[config.mk]
export PLATFORM = sky130hd
export DESIGN_NAME = data_bus_arbiter_flat
export DESIGN_NICKNAME = d
export VERILOG_FILES = /design/src/rtl/pinwheel_bus_pkg.sv /design/src/rtl/data_bus_arbiter_if.sv /design/src/rtl/data_bus_arbiter_rr_grant2.sv /design/src/rtl/data_bus_arbiter.sv /design/src/flat_wrapper.sv
export SDC_FILE = /design/constraint.sdc
export NUM_CORES = 1
export LEC_CHECK = 0
export CELL_PAD_IN_SITES_DETAIL_PLACEMENT = 1
export CELL_PAD_IN_SITES_GLOBAL_PLACEMENT = 2
export CORE_AREA = 2 2 141 143
export CTS_CLUSTER_DIAMETER = 120
export DETAILED_ROUTE_END_ITERATION = 10
export DIE_AREA = 0 0 143 145
export HOLD_SLACK_MARGIN = 0.02
export PLACE_DENSITY_LB_ADDON = 0.1
export SYNTH_ARGS = -nofsm -noshare
export SYNTH_HDL_FRONTEND = slang
export SYNTH_SLANG_ARGS = --single-unit
[constraint.sdc]
create_clock -name clock -period 2.4 [get_ports clock]
set_input_delay 0.36 -clock clock [delete_from_list [all_inputs] [get_ports clock]]
set_output_delay 0.36 -clock clock [all_outputs]
set_load 0.02 [all_outputs]
[src/rtl/pinwheel_bus_pkg.sv]
// Shared types and constants for the pinwheel data-bus fabric.
// Arbiter states, requester ids, address tags and the read-return pipe record.
package pinwheel_bus_pkg;

  typedef enum logic [1:0] {
    IDLE  = 2'd0,
    OWN_A = 2'd1,
    OWN_B = 2'd2
  } arb_state_t;

  typedef logic port_id_t;

  localparam port_id_t PORT_A = 1'b0;
  localparam port_id_t PORT_B = 1'b1;

  localparam logic [3:0] TAG_CODE  = 4'h0;
  localparam logic [3:0] TAG_DATA  = 4'h8;
  localparam logic [3:0] TAG_DEBUG = 4'hF;

  localparam int LOCK_CNT_W = 8;

  typedef struct packed {
    logic     valid;
    port_id_t owner;
    logic     err;
  } rsp_pipe_t;

  function automatic logic [3:0] addr_tag(input logic [31:0] addr);
    return addr[31:28];
  endfunction

  function automatic arb_state_t own_state(input port_id_t id);
    return (id == PORT_A) ? OWN_A : OWN_B;
  endfunction

endpackage

[src/rtl/data_bus_arbiter_if.sv]
// Bundle of both requester ports plus the block_ram side of the data-bus arbiter.
// Handshake: a request transfers on the cycle where x_req_valid && x_req_ready; the requester
// holds valid and payload stable until ready, and ready never waits on anything but the grant.
interface data_bus_arbiter_if #(
  parameter int ADDR_BITS = 12
);

  logic                 a_req_valid, b_req_valid;
  logic [31:0]          a_req_addr,  b_req_addr;
  logic                 a_req_wren,  b_req_wren;
  logic [3:0]           a_req_wmask, b_req_wmask;
  logic [31:0]          a_req_wdata, b_req_wdata;
  logic                 a_req_lock,  b_req_lock;
  logic                 a_req_ready, b_req_ready;
  logic                 a_rsp_valid, b_rsp_valid;
  logic [31:0]          a_rsp_rdata, b_rsp_rdata;
  logic                 a_rsp_err,   b_rsp_err;

  logic [ADDR_BITS-1:0] ram_addr;
  logic                 ram_cs;
  logic [31:0]          ram_wdata;
  logic [3:0]           ram_wmask;
  logic                 ram_wren;
  logic [31:0]          ram_rdata;

  modport slave (
    input  a_req_valid, a_req_addr, a_req_wren, a_req_wmask, a_req_wdata, a_req_lock,
    input  b_req_valid, b_req_addr, b_req_wren, b_req_wmask, b_req_wdata, b_req_lock,
    output a_req_ready, a_rsp_valid, a_rsp_rdata, a_rsp_err,
    output b_req_ready, b_rsp_valid, b_rsp_rdata, b_rsp_err,
    output ram_addr, ram_cs, ram_wdata, ram_wmask, ram_wren,
    input  ram_rdata
  );

  modport master (
    output a_req_valid, a_req_addr, a_req_wren, a_req_wmask, a_req_wdata, a_req_lock,
    output b_req_valid, b_req_addr, b_req_wren, b_req_wmask, b_req_wdata, b_req_lock,
    input  a_req_ready, a_rsp_valid, a_rsp_rdata, a_rsp_err,
    input  b_req_ready, b_rsp_valid, b_rsp_rdata, b_rsp_err,
    input  ram_addr, ram_cs, ram_wdata, ram_wmask, ram_wren,
    output ram_rdata
  );

endinterface

[src/rtl/data_bus_arbiter_rr_grant2.sv]
// Two-way round-robin pick: when both ports want the bus, the one not granted last wins.
module rr_grant2
  import pinwheel_bus_pkg::*;
(
  input  logic [1:0] valid,
  input  port_id_t   last_grant,
  output port_id_t   grant
);

  always_comb begin
    grant = last_grant;
    if (valid == 2'b11) begin
      grant = (last_grant == PORT_A) ? PORT_B : PORT_A;
    end else if (valid[0]) begin
      grant = PORT_A;
    end else if (valid[1]) begin
      grant = PORT_B;
    end
  end

endmodule

[src/rtl/data_bus_arbiter.sv]
// Shares the single-port data block_ram between the core (port A) and the debug/DMA loader (port B).
// Round-robin with locked bursts, a bounded lock counter and a one-cycle read-return pipe.
module data_bus_arbiter
  import pinwheel_bus_pkg::*;
#(
  parameter int         ADDR_BITS = 12,
  parameter int         LOCK_MAX  = 16,
  parameter logic [3:0] RAM_TAG   = TAG_DATA
) (
  input  logic                  clock,
  input  logic                  reset_n_in,
  data_bus_arbiter_if.slave     bus,
  output arb_state_t            dbg_state,
  output logic [LOCK_CNT_W-1:0] dbg_lock_cnt
);

  localparam logic [LOCK_CNT_W-1:0] CNT_MAX = LOCK_CNT_W'(LOCK_MAX);
  localparam logic [LOCK_CNT_W-1:0] CNT_ONE = LOCK_CNT_W'(1);

  arb_state_t            state_q, state_d;
  port_id_t              last_q, last_d;
  logic [LOCK_CNT_W-1:0] cnt_q, cnt_d, cnt_inc;
  rsp_pipe_t             rsp_q, rsp_d;

  port_id_t    rr_id, gnt_id;
  logic        gnt_valid, accept, other_valid, tag_hit;
  logic [31:0] sel_addr, sel_wdata;
  logic [3:0]  sel_wmask;
  logic        sel_wren, sel_lock;

  rr_grant2 u_rr (
    .valid      ({bus.b_req_valid, bus.a_req_valid}),
    .last_grant (last_q),
    .grant      (rr_id)
  );

  // Grant owner: round-robin in IDLE, otherwise pinned to the burst owner.
  always_comb begin
    gnt_id    = rr_id;
    gnt_valid = 1'b0;
    unique case (state_q)
      IDLE: begin
        gnt_id    = rr_id;
        gnt_valid = bus.a_req_valid | bus.b_req_valid;
      end
      OWN_A: begin
        gnt_id    = PORT_A;
        gnt_valid = bus.a_req_valid;
      end
      OWN_B: begin
        gnt_id    = PORT_B;
        gnt_valid = bus.b_req_valid;
      end
      default: begin
        gnt_id    = rr_id;
        gnt_valid = 1'b0;
      end
    endcase
  end

  // Reset is synchronous, so the accept path is gated to keep outputs quiet while it is held.
  assign accept      = gnt_valid && reset_n_in;
  assign other_valid = (gnt_id == PORT_A) ? bus.b_req_valid : bus.a_req_valid;

  always_comb begin
    sel_addr  = bus.a_req_addr;
    sel_wdata = bus.a_req_wdata;
    sel_wmask = bus.a_req_wmask;
    sel_wren  = bus.a_req_wren;
    sel_lock  = bus.a_req_lock;
    if (gnt_id == PORT_B) begin
      sel_addr  = bus.b_req_addr;
      sel_wdata = bus.b_req_wdata;
      sel_wmask = bus.b_req_wmask;
      sel_wren  = bus.b_req_wren;
      sel_lock  = bus.b_req_lock;
    end
  end

  assign tag_hit = (addr_tag(sel_addr) == RAM_TAG);

  always_comb begin
    state_d = state_q;
    last_d  = last_q;
    cnt_d   = cnt_q;
    rsp_d   = '0;
    cnt_inc = (cnt_q >= CNT_MAX) ? CNT_MAX : cnt_q + CNT_ONE;

    if (accept) begin
      rsp_d.valid = !sel_wren;
      rsp_d.owner = gnt_id;
      rsp_d.err   = !tag_hit;
    end

    unique case (state_q)
      IDLE: begin
        cnt_d = '0;
        if (accept) begin
          last_d = gnt_id;
          if (sel_lock && !(CNT_ONE == CNT_MAX && other_valid)) begin
            state_d = own_state(gnt_id);
            cnt_d   = CNT_ONE;
          end
        end
      end
      OWN_A, OWN_B: begin
        if (!accept) begin
          state_d = IDLE;
          last_d  = gnt_id;
        end else begin
          cnt_d = cnt_inc;
          // Forced handover only matters when the other side is actually waiting.
          if (!sel_lock || (cnt_inc == CNT_MAX && other_valid)) begin
            state_d = IDLE;
            last_d  = gnt_id;
          end
        end
      end
      default: begin
        state_d = IDLE;
      end
    endcase
  end

  always_ff @(posedge clock) begin
    if (!reset_n_in) begin
      state_q <= IDLE;
      last_q  <= PORT_B;
      cnt_q   <= '0;
      rsp_q   <= '0;
    end else begin
      state_q <= state_d;
      last_q  <= last_d;
      cnt_q   <= cnt_d;
      rsp_q   <= rsp_d;
    end
  end

  assign bus.a_req_ready = accept && (gnt_id == PORT_A);
  assign bus.b_req_ready = accept && (gnt_id == PORT_B);

  assign bus.ram_cs    = accept && tag_hit;
  assign bus.ram_wren  = bus.ram_cs && sel_wren;
  assign bus.ram_addr  = sel_addr[ADDR_BITS+1:2];
  assign bus.ram_wdata = sel_wdata;
  assign bus.ram_wmask = sel_wmask;

  logic rsp_live, rsp_to_a, rsp_to_b;
  assign rsp_live = rsp_q.valid && reset_n_in;
  assign rsp_to_a = rsp_live && (rsp_q.owner == PORT_A);
  assign rsp_to_b = rsp_live && (rsp_q.owner == PORT_B);

  assign bus.a_rsp_valid = rsp_to_a;
  assign bus.b_rsp_valid = rsp_to_b;
  assign bus.a_rsp_err   = rsp_to_a && rsp_q.err;
  assign bus.b_rsp_err   = rsp_to_b && rsp_q.err;
  assign bus.a_rsp_rdata = (rsp_to_a && !rsp_q.err) ? bus.ram_rdata : 32'h0;
  assign bus.b_rsp_rdata = (rsp_to_b && !rsp_q.err) ? bus.ram_rdata : 32'h0;

  assign dbg_state    = state_q;
  assign dbg_lock_cnt = cnt_q;

  logic unused_addr_bits;
  assign unused_addr_bits = ^{sel_addr[1:0], sel_addr[27:ADDR_BITS+2]};

endmodule

[src/flat_wrapper.sv]
// flat-port wrapper written by rule: the top's interface ports become plain ports
module data_bus_arbiter_flat import pinwheel_bus_pkg::*;
#(
  parameter int         ADDR_BITS = 12,
  parameter int         LOCK_MAX  = 16,
  parameter logic [3:0] RAM_TAG   = TAG_DATA
)
  (clock, reset_n_in, dbg_state, dbg_lock_cnt, bus_a_req_valid, bus_a_req_addr, bus_a_req_wren, bus_a_req_wmask, bus_a_req_wdata, bus_a_req_lock, bus_b_req_valid, bus_b_req_addr, bus_b_req_wren, bus_b_req_wmask, bus_b_req_wdata, bus_b_req_lock, bus_a_req_ready, bus_a_rsp_valid, bus_a_rsp_rdata, bus_a_rsp_err, bus_b_req_ready, bus_b_rsp_valid, bus_b_rsp_rdata, bus_b_rsp_err, bus_ram_addr, bus_ram_cs, bus_ram_wdata, bus_ram_wmask, bus_ram_wren, bus_ram_rdata);
  data_bus_arbiter_if #(.ADDR_BITS(ADDR_BITS)) bus_i ();
  input  logic clock;
  input  logic reset_n_in;
  output arb_state_t dbg_state;
  output logic [LOCK_CNT_W-1:0] dbg_lock_cnt;
  input wire logic [$bits(bus_i.a_req_valid)-1:0] bus_a_req_valid;
  input wire logic [$bits(bus_i.a_req_addr)-1:0] bus_a_req_addr;
  input wire logic [$bits(bus_i.a_req_wren)-1:0] bus_a_req_wren;
  input wire logic [$bits(bus_i.a_req_wmask)-1:0] bus_a_req_wmask;
  input wire logic [$bits(bus_i.a_req_wdata)-1:0] bus_a_req_wdata;
  input wire logic [$bits(bus_i.a_req_lock)-1:0] bus_a_req_lock;
  input wire logic [$bits(bus_i.b_req_valid)-1:0] bus_b_req_valid;
  input wire logic [$bits(bus_i.b_req_addr)-1:0] bus_b_req_addr;
  input wire logic [$bits(bus_i.b_req_wren)-1:0] bus_b_req_wren;
  input wire logic [$bits(bus_i.b_req_wmask)-1:0] bus_b_req_wmask;
  input wire logic [$bits(bus_i.b_req_wdata)-1:0] bus_b_req_wdata;
  input wire logic [$bits(bus_i.b_req_lock)-1:0] bus_b_req_lock;
  output wire logic [$bits(bus_i.a_req_ready)-1:0] bus_a_req_ready;
  output wire logic [$bits(bus_i.a_rsp_valid)-1:0] bus_a_rsp_valid;
  output wire logic [$bits(bus_i.a_rsp_rdata)-1:0] bus_a_rsp_rdata;
  output wire logic [$bits(bus_i.a_rsp_err)-1:0] bus_a_rsp_err;
  output wire logic [$bits(bus_i.b_req_ready)-1:0] bus_b_req_ready;
  output wire logic [$bits(bus_i.b_rsp_valid)-1:0] bus_b_rsp_valid;
  output wire logic [$bits(bus_i.b_rsp_rdata)-1:0] bus_b_rsp_rdata;
  output wire logic [$bits(bus_i.b_rsp_err)-1:0] bus_b_rsp_err;
  output wire logic [$bits(bus_i.ram_addr)-1:0] bus_ram_addr;
  output wire logic [$bits(bus_i.ram_cs)-1:0] bus_ram_cs;
  output wire logic [$bits(bus_i.ram_wdata)-1:0] bus_ram_wdata;
  output wire logic [$bits(bus_i.ram_wmask)-1:0] bus_ram_wmask;
  output wire logic [$bits(bus_i.ram_wren)-1:0] bus_ram_wren;
  input wire logic [$bits(bus_i.ram_rdata)-1:0] bus_ram_rdata;
  assign bus_i.a_req_valid = bus_a_req_valid;
  assign bus_i.a_req_addr = bus_a_req_addr;
  assign bus_i.a_req_wren = bus_a_req_wren;
  assign bus_i.a_req_wmask = bus_a_req_wmask;
  assign bus_i.a_req_wdata = bus_a_req_wdata;
  assign bus_i.a_req_lock = bus_a_req_lock;
  assign bus_i.b_req_valid = bus_b_req_valid;
  assign bus_i.b_req_addr = bus_b_req_addr;
  assign bus_i.b_req_wren = bus_b_req_wren;
  assign bus_i.b_req_wmask = bus_b_req_wmask;
  assign bus_i.b_req_wdata = bus_b_req_wdata;
  assign bus_i.b_req_lock = bus_b_req_lock;
  assign bus_a_req_ready = bus_i.a_req_ready;
  assign bus_a_rsp_valid = bus_i.a_rsp_valid;
  assign bus_a_rsp_rdata = bus_i.a_rsp_rdata;
  assign bus_a_rsp_err = bus_i.a_rsp_err;
  assign bus_b_req_ready = bus_i.b_req_ready;
  assign bus_b_rsp_valid = bus_i.b_rsp_valid;
  assign bus_b_rsp_rdata = bus_i.b_rsp_rdata;
  assign bus_b_rsp_err = bus_i.b_rsp_err;
  assign bus_ram_addr = bus_i.ram_addr;
  assign bus_ram_cs = bus_i.ram_cs;
  assign bus_ram_wdata = bus_i.ram_wdata;
  assign bus_ram_wmask = bus_i.ram_wmask;
  assign bus_ram_wren = bus_i.ram_wren;
  assign bus_i.ram_rdata = bus_ram_rdata;
  data_bus_arbiter #(.ADDR_BITS(ADDR_BITS), .LOCK_MAX(LOCK_MAX), .RAM_TAG(RAM_TAG)) u_core (.clock(clock), .reset_n_in(reset_n_in), .bus(bus_i), .dbg_state(dbg_state), .dbg_lock_cnt(dbg_lock_cnt));
endmodule
* Yosys cells after proc, flatten, opt, wreduce, memory -nomap -nowiden
Cells that the tools add are included.
** Operators by class
- Add/subtract/negate cells :: 1
- Magnitude comparators :: 1
- Equal/unequal tests :: 9
- Multiplexer cells :: 29
- Bitwise gates (word level) :: 3
- Reduce and logical (&&, ||, !) cells :: 25
** Operator list (number)
- two-way mux 32 bit :: 4
- two-way mux 8 bit :: 3
- case mux 8 bit (2 select lines) :: 1
- logical AND 1 bit :: 13
- two-way mux 1 bit :: 11
- two-way mux 2 bit :: 5
- adder 8 x 1 -> 8 bit, second input constant :: 1
- equality test 8 x 5 -> 1 bit, second input constant :: 1
- >= comparator 8 x 5 -> 1 bit, second input constant :: 1
- inequality test 2 x 1 -> 1 bit, second input constant :: 3
- AND reduction 3 bit :: 2
- equality test 2 bit, second input constant :: 2
- equality test 4 bit, second input constant :: 1
- zero test 1 bit :: 4
- two-way mux 4 bit :: 1
- case mux 1 bit (2 select lines) :: 2
- case mux 2 bit (2 select lines) :: 1
- AND reduction 2 bit :: 2
- inequality test 3 bit, second input constant :: 1
- case mux 1 bit (3 select lines) :: 1
- equality test 2 x 1 -> 1 bit, second input constant :: 1
- zero test 2 bit :: 1
- NOT 1 bit :: 2
- nonzero test 2 bit :: 1
- 3 further kinds :: 3
** Word-level totals
- Register bits :: 14
- Input port bits :: 176
- Output and inout port bits :: 130

* Depth between registers and ports, before layout
Gate-level depths: netlist of run 1.
- Depth in word-level cells :: 10
- Mapped depth :: 8
- Mapped depth without buffers :: 7

* By module
A second synthesis of run 1 with hierarchy kept.
** Unflattened totals
- Cell total of the unflattened synthesis :: 317
- Area, all modules :: 1849.3 sq um
** By module, submodules not included
- data_bus_arbiter :: instances 1, cells an instance 315, area each 1835.5 sq um, sequential area each 280.3 sq um
- rr_grant2 :: instances 1, cells an instance 2, area each 13.8 sq um, sequential area each 0.0 sq um

* Least setup slack after synthesis of run 1
Ideal clock, no wire load.
- Kind :: register to output
- Start :: reg u_core.state_q[0] (netlist: u_core.dbg_state[0])
- End :: out bus_ram_wren
- Arrival :: 2.180 ns
- Required time :: 2.040 ns
- Setup slack :: -0.140 ns
- Stages on the path, launching flop included :: 7
- Path buffers :: 0
- Cell sequence :: dfxtp_1 > inv_1 > ha_1 > o31ai_4 > mux2_1 > and2_1 > nor2b_1
** On the way
- Longest elaborated chain between the ends :: 6
- Elaborated cells on any way between the ends :: 11
- Those cells by class :: eq/ne: 3; mux: 4; reduce/logical: 4
** Ends and longest elaborated chain
- start: declaration :: RTL line data_bus_arbiter.sv:20 : arb_state_t state_q, state_d;
- start signal: assignment :: RTL line data_bus_arbiter.sv:132 : state_q <= state_d;
- equality test 2 bit or equality test 2 x 1 -> 1 bit (tied branches) :: RTL line data_bus_arbiter.sv:41 : unique case (state_q)
- case mux 1 bit (2 select lines) :: RTL line data_bus_arbiter.sv:41
- two-way mux 32 bit :: RTL line data_bus_arbiter.sv:71 : if (gnt_id == PORT_B) begin
- equality test 4 bit :: RTL line data_bus_arbiter.sv:80 : assign tag_hit = (addr_tag(sel_addr) == RAM_TAG);
- logical AND 1 bit (*) :: RTL line data_bus_arbiter.sv:142 : assign bus.ram_cs = accept && tag_hit;
- net bus_ram_cs :: RTL line flat_wrapper.sv:35 : output wire logic [$bits(bus_i.ram_cs)-1:0] bus_ram_cs;
- logical AND 1 bit (*) :: RTL line data_bus_arbiter.sv:143 : assign bus.ram_wren = bus.ram_cs && sel_wren;
- end: declaration :: RTL line flat_wrapper.sv:38 : output wire logic [$bits(bus_i.ram_wren)-1:0] bus_ram_wren;
The timed path passes the listed nets; every way through them passes the cells marked *.

* Final worst setup path of run 1
- Start :: reg u_core.state_q[1] (netlist: u_core.dbg_state[1])
- End :: out bus_ram_wren
** On the way
- Longest elaborated chain between the ends :: 6
- Elaborated cells on any way between the ends :: 11
- Those cells by class :: eq/ne: 3; mux: 4; reduce/logical: 4
** Ends and longest elaborated chain (RTL line)
- equality test 2 bit or equality test 2 x 1 -> 1 bit (tied branches) :: data_bus_arbiter.sv:41
- case mux 1 bit (2 select lines) :: data_bus_arbiter.sv:41
- two-way mux 32 bit :: data_bus_arbiter.sv:71
- equality test 4 bit :: data_bus_arbiter.sv:80
- logical AND 1 bit :: data_bus_arbiter.sv:142
- logical AND 1 bit (*) :: data_bus_arbiter.sv:143
Every way passes the cells marked *; elsewhere a longest branch is shown, timed or not.

==> results of run 1 <==
[final timing paths]
kind,start,to
hold reg to reg,u_core.dbg_lock_cnt[7],u_core.dbg_lock_cnt[7]
setup / recovery,u_core.dbg_state[1],bus_ram_wren
setup reg to reg,u_core.dbg_state[0],u_core.dbg_lock_cnt[0]
hold / removal,u_core.dbg_lock_cnt[7],u_core.dbg_lock_cnt[7]
[flip-flops by register name, indices dropped and copies added (netlist names)]
signal,flops
u_core.last_q,1
u_core.dbg_lock_cnt,8
u_core.rsp_q,3
u_core.dbg_state,2
[through the flow]
| stage | instances | worst slack (ns) | power, mW |
|---|---|---|---|
| after floorplan | 222 | 0.00761 | 1.60 |
| after global placement | 778 | -0.541 | 2.87 |
| after detailed placement | 778 | -0.587 | 2.87 |
| after CTS | 805 | -0.233 | 4.29 |
| after global routing | 802 | -0.189 | 4.43 |
| final | 802 | -0.116 | 4.20 |
[worst reg2reg max path: cells and delay by family, from the launching register on]
kind | cells | cell delay [ns]
flops | 1 | 0.33
simple gates | 2 | 0.64
buf+inv | 3 | 0.33
fa+ha+maj | 1 | 0.25
compound gates | 2 | 0.50
[logic make-up after synthesis]
group	after synthesis
buf+inv	19
fa+ha+maj	6
simple gates	106
flops	14
mux	53
xor+xnor	1
compound gates	23
[layout make-up]
type | count | area (sq um) | share of cell area, %
repair buffers | 324 | 3320 | 57.2
well taps | 265 | 332 | 5.71
inverters | 6 | 22.5 | 0.388
multi-input cells | 189 | 1760 | 30.3
flip-flops and latches | 14 | 283 | 4.87
clock buffers | 4 | 88.8 | 1.53
[per-layer routing]
layer | share of wire (%) | routed length, um
met1 | 33 | 4490
met2 | 54 | 7400
met3 | 12 | 1610
met4 | 0.68 | 93
met5 | 0 | 0
[report_power, final]
group | internal, mW | switching [mW]
logic | 2.04 | 1.49
clock network | 0.253 | 0.105
registers | 0.272 | 0.0348
[timing repair]
item | 4_1_cts | 5_1_grt
gates resized for setup | 398 | 46
cloned | 7 | 0
buffers inserted | 16 | 3
endpoints found under the setup margin | 115 | 51
pin swaps | 3 | 1
hold buffers | 0 | 0
[cells in the final DEF, fill, tap and decap left out, types with 2 or more instances in the layout]
master and instances:
a21oi_1 3, a22o_1 2, and2_1 67, and3_1 5
buf_12 13, buf_16 2, buf_4 32, buf_6 56
clkbuf_16 3, clkdlybuf4s50_1 157, dfxtp_1 12, dfxtp_2 2
dlygate4sd2_1 63, ha_1 4, ha_4 2, inv_1 4
inv_2 2, mux2_2 4, mux2_4 47, mux2i_2 2
nand2_1 4, nand3_1 5, nand4_1 3, nor2_1 7
nor2b_1 2, nor2b_2 3, nor4b_1 2, o21a_1 2
o21ai_0 2, o21ai_1 2, o221ai_1 2
==> results.json, run 1 <==
{
  "status": "complete, but fails checks",
  "violations": "setup timing",
  "setup_tns_ns": -2.78,
  "holdWs_ns": 0.509,
  "drt-wirelength-per-cell_um": 16.9,
  "vias": 2979,
  "whs_path_depth": 1,
  "critPathMostFrequentCell": "buf_6",
  "worst_clock_skew_ns": 0.00690,
  "place_area_sq_um": 5180,
  "chipHeight_um": 145,
  "totalWireLength_um": 13600,
  "grt_max_degree": 33,
  "path_class": "reg -> out",
  "port_buffers": 273,
  "io_pins": 306,
  "vias_per_cell": 3.71,
  "synth_edf_count": 0,
  "p_leak_nw": 2.77,
  "rsz0062_at_grt": "yes",
  "fmaxAchievable_ghz": 0.397,
  "start_util_pct": 9.90,
  "grt_overflow": 0,
  "final-setup-viol-count": 36,
  "fin_util_pct": 30.2,
  "final-hold-violation-count": 0,
  "drv_slew": 0,
  "cts_buffer_depth": 2,
  "track_usage_pct": 12.4,
  "ys_seq_area_share_pct": 14.7,
  "area_delta_synth_final_pct": 205,
  "nNetsFinal": 720,
  "finalCritPeriodShare_pct": 105,
  "clock-root-buffer": "clkbuf_16",
  "synth-seq-cells": 14,
  "place_congestion": 0.734,
  "die_area_sq_um": 20700,
  "met1_usage_pct": 11.8,
  "synthArstFlopShare_pct": 0,
  "slowest_delay_ns": 0.33,
  "grt_pass1_wl_um": 19700,
  "fin_ws_ns": -0.116,
  "synth_compound_area_share_pct": 10.5,
  "muxShareOfSynthArea_pct": 31.4,
  "yosysMostFrequentCell": "and2_1",
  "synth_top_area_share_pct": 29.6,
  "ys.warnings.count": 0,
  "diodes": 0,
  "cp_cell_sequence": "inv_2 -> ha_4 -> or2b_1 -> o31ai_4 -> buf_6 -> mux2_4 -> and2_4 -> nor2b_4 -> buf_6",
  "fillCellCount": 2230,
  "insertion_delay_ns": 0.25,
  "synth_cell_types": 42,
  "drtIter0Drc": 30,
  "syn-num-nets": 404,
  "core_area_sq_um": 19200,
  "synth_top_family_by_area": "simple AND/OR/NAND/NOR gates",
  "maxCapViolCount": 0,
  "drive_gt1_share_pct": 33.3,
  "post-route-drc-count": 0,
  "h-tree-depth": 1,
  "synthAdderAreaFrac_pct": 3.95,
  "grt_antenna_before_repair": 0,
  "synth.top_cells.by_count": "and2_1, mux2_2, dfxtp_1",
  "required_ns": 2.04,
  "tightest_slew_ns": 0.359,
  "die_w_um": 143,
  "ys_top_cells_by_area": "mux2_2, and2_1, dfxtp_1",
  "cts_buffers": 3,
  "firstDrtPassIters": 4,
  "relSlewSlack_pct": 75.7,
  "syn_avg_cell_area_sq_um": 8.57,
  "path_depth": 9,
  "synthSimpleGateAreaFrac_pct": 34.4,
  "worstPathMaxFanout": 5,
  "clock_sinks": 14,
  "worstPathArrival_ns": 2.16,
  "syn_area_sq_um": 1900,
  "min_path_type": "reg -> reg",
  "critPathSlowestCell": "dfxtp_2",
  "reg2reg_slack_ns": 0.28,
  "tritoncts": "done",
  "grt_pass1_vias": 3318,
  "clk_pin_slew_ns": 0.05,
  "fin_crit_ns": 2.52,
  "dpl.hpwl_um": 10700,
  "num_rows": 51,
  "rr_worst_depth": 8,
  "top_usage_layer": "met2",
  "ant_nets": 0,
  "cp_num_buf_inv": 3,
  "critPathCaptureType": "primary output",
  "powerDensity_nw_per_um2": 724,
  "ir_worst_vdd_mv": 0.359,
  "start_kind": "flip-flop",
  "grtUsageMet3_pct": 4.82,
  "synth_ff_type": "dfxtp_1",
  "crit_family": "simple AND/OR/NAND/NOR gates",
  "yosys.area.top_type": "mux2_2",
  "synth_xor_area_share_pct": 0.461,
  "grt_use_met2_pct": 25.2,
  "postSynthCellCount": 222,
  "post-route-cell-area_sq_um": 5810
}
Power figures use the tool's default switching activity.
==> run 2, diff against run 1 <==
--- a/config.mk
+++ b/config.mk
@@ -8,7 +8,7 @@
 export CELL_PAD_IN_SITES_DETAIL_PLACEMENT = 1
 export CELL_PAD_IN_SITES_GLOBAL_PLACEMENT = 2
 export CORE_AREA = 2 2 141 143
-export CTS_CLUSTER_DIAMETER = 120
+export CTS_CLUSTER_DIAMETER = 150
 export DETAILED_ROUTE_END_ITERATION = 10
 export DIE_AREA = 0 0 143 145
 export HOLD_SLACK_MARGIN = 0.02
==> results of run 2 <==
The final DEF is identical to that of run 1; final timing and power are the same.
==> run 3, diff against run 2 <==
==> constraint.sdc (replaced) <==
create_clock -name clock -period 2.33 [get_ports clock]
set_input_delay 0.3495 -clock clock [delete_from_list [all_inputs] [get_ports clock]]
set_output_delay 0.3495 -clock clock [all_outputs]
set_load 0.02 [all_outputs]
==> results.json, run 3 (synthesis results as in run 1) <==
{
  "insertion_delay_ns": 0.24,
  "track_usage_pct": 11.7,
  "critPathSlowestCell": "dfxtp_2",
  "fin_util_pct": 29.5,
  "fin_ws_ns": -0.151,
  "h-tree-depth": 1,
  "nNetsFinal": 712,
  "dpl.hpwl_um": 10100,
  "final-setup-viol-count": 52,
  "rsz0062_at_grt": "yes",
  "grt_pass1_vias": 3200,
  "core_area_sq_um": 19200,
  "clock_sinks": 14,
  "top_usage_layer": "met2",
  "drv_slew": 0,
  "fin_crit_ns": 2.48,
  "diodes": 0,
  "grt_antenna_before_repair": 0,
  "status": "complete, but fails checks",
  "tritoncts": "done",
  "clock-root-buffer": "clkbuf_16",
  "critPathMostFrequentCell": "buf_6",
  "hold_buffers": 0,
  "ir_worst_vdd_mv": 0.425,
  "worstPathArrival_ns": 2.13,
  "post-route-drc-count": 0,
  "die_area_sq_um": 20700,
  "drt-wirelength-per-cell_um": 16.3,
  "io_pins": 306,
  "worstPathMaxFanout": 7,
  "mostFrequentLayoutCell": "clkdlybuf4s50_1",
  "area_delta_synth_final_pct": 198,
  "ant_nets": 0,
  "drive_gt1_share_pct": 39.0,
  "p_leak_nw": 2.59,
  "tightest_slew_ns": 0.387,
  "maxCapViolCount": 0,
  "largest_reg_flops": 8,
  "met1_usage_pct": 11.3,
  "powerDensity_nw_per_um2": 741,
  "min_path_type": "reg -> reg",
  "fmaxAchievable_ghz": 0.403,
  "grtUsageMet3_pct": 4.03,
  "place_congestion": 0.748,
  "violations": "setup timing",
  "firstDrtPassIters": 3,
  "final-hold-violation-count": 0,
  "start_util_pct": 9.90,
  "grt_overflow": 0,
  "worst_clock_skew_ns": 0.00328,
  "cp_cell_sequence": "inv_4 -> ha_4 -> or2b_1 -> o31ai_4 -> buf_6 -> buf_12 -> buf_16 -> mux2_4 -> buf_6",
  "totalWireLength_um": 13000,
  "required_ns": 1.98,
  "relSlewSlack_pct": 74.0,
  "critPathCaptureType": "primary output",
  "die_w_um": 143,
  "mostFrequentLayoutCells": "clkdlybuf4s50_1, and2_1, buf_6",
  "finalCritPeriodShare_pct": 106,
  "vias": 2915,
  "cts_buffer_depth": 2,
  "drtIter0Drc": 93,
  "start_kind": "flip-flop",
  "setup_tns_ns": -5.63,
  "cts_buffers": 3,
  "grt_max_degree": 33,
  "path_class": "reg -> out",
  "chipHeight_um": 145,
  "port_buffers": 273,
  "grt_pass1_wl_um": 18800,
  "slowest_delay_ns": 0.35,
  "clk_pin_slew_ns": 0.05,
  "grt_use_met2_pct": 24.1,
  "vias_per_cell": 3.68,
  "num_rows": 51
}
-- run 3: worst paths after layout --
check	slack [ns]	from	cells past startpoint	endpoint
max reg2reg	0.18	u_core.dbg_state[1]	8	u_core.dbg_lock_cnt[0]
max	-0.15	u_core.dbg_state[0]	9	bus_ram_wdata[28]
min	0.51	u_core.dbg_lock_cnt[6]	1	u_core.dbg_lock_cnt[6]
min reg2reg	0.51	u_core.dbg_lock_cnt[6]	1	u_core.dbg_lock_cnt[6]
-- run 3: metrics by stage --
| step | area (sq um) | total power, mW | std cells | setup slack (ns) | hold slack, ns |
|---|---|---|---|---|---|
| after detailed placement | 5170 | 2.94 | 774 | -0.620 | 0.506 |
| after global placement | 5170 | 2.93 | 774 | -0.590 | 0.503 |
| after CTS | 5530 | 3.96 | 790 | -0.200 | 0.511 |
| after global routing | 5670 | 4.44 | 793 | -0.224 | 0.529 |
| final | 5670 | 4.20 | 793 | -0.151 | 0.509 |
| after floorplan | 1920 | 1.67 | 222 | 0.00620 | 0.482 |
-- run 3: critical path: cells and delay by family, from the launching register on --
family / cells / cell delay, ns
AOI/OAI and AO/OA: 1 / 0.08
and+or+nand+nor: 1 / 0.25
buffers and inverters: 5 / 0.63
DFF: 1 / 0.35
muxes: 1 / 0.31
adders and majority gates: 1 / 0.26
-- run 3: power breakdown --
| group | switching (mW) | leakage, nW | internal (mW) |
|---|---|---|---|
| sequential | 0.0441 | 0.115 | 0.281 |
| clock | 0.0945 | 0.0370 | 0.224 |
| combinational | 1.51 | 2.43 | 2.04 |
-- run 3: per-layer routing --
| metal | vias to the layer above | part of all wire, % |
|---|---|---|
| met3 | 4 | 11 |
| met1 | 1329 | 33 |
| met4 | 0 | 0.29 |
| met5 | - | 0 |
| li1 | 1396 | - |
| met2 | 186 | 55 |
-- run 3: repair_timing --
action,in CTS,in global routing
hold endpoints to repair,0,0
setup endpoints to repair,116,105
pin swaps,3,1
setup buffers,7,2
gates resized for setup,414,132
cloned,6,1
-- run 3: final cells by class --
type	count	area [sq um]
clock buffers	3	75.1
fillers	2222	13500
inverters	6	27.5
multi-input cells	189	1790
flip-flops and latches	14	283
well taps	265	332
repair buffers	316	3170
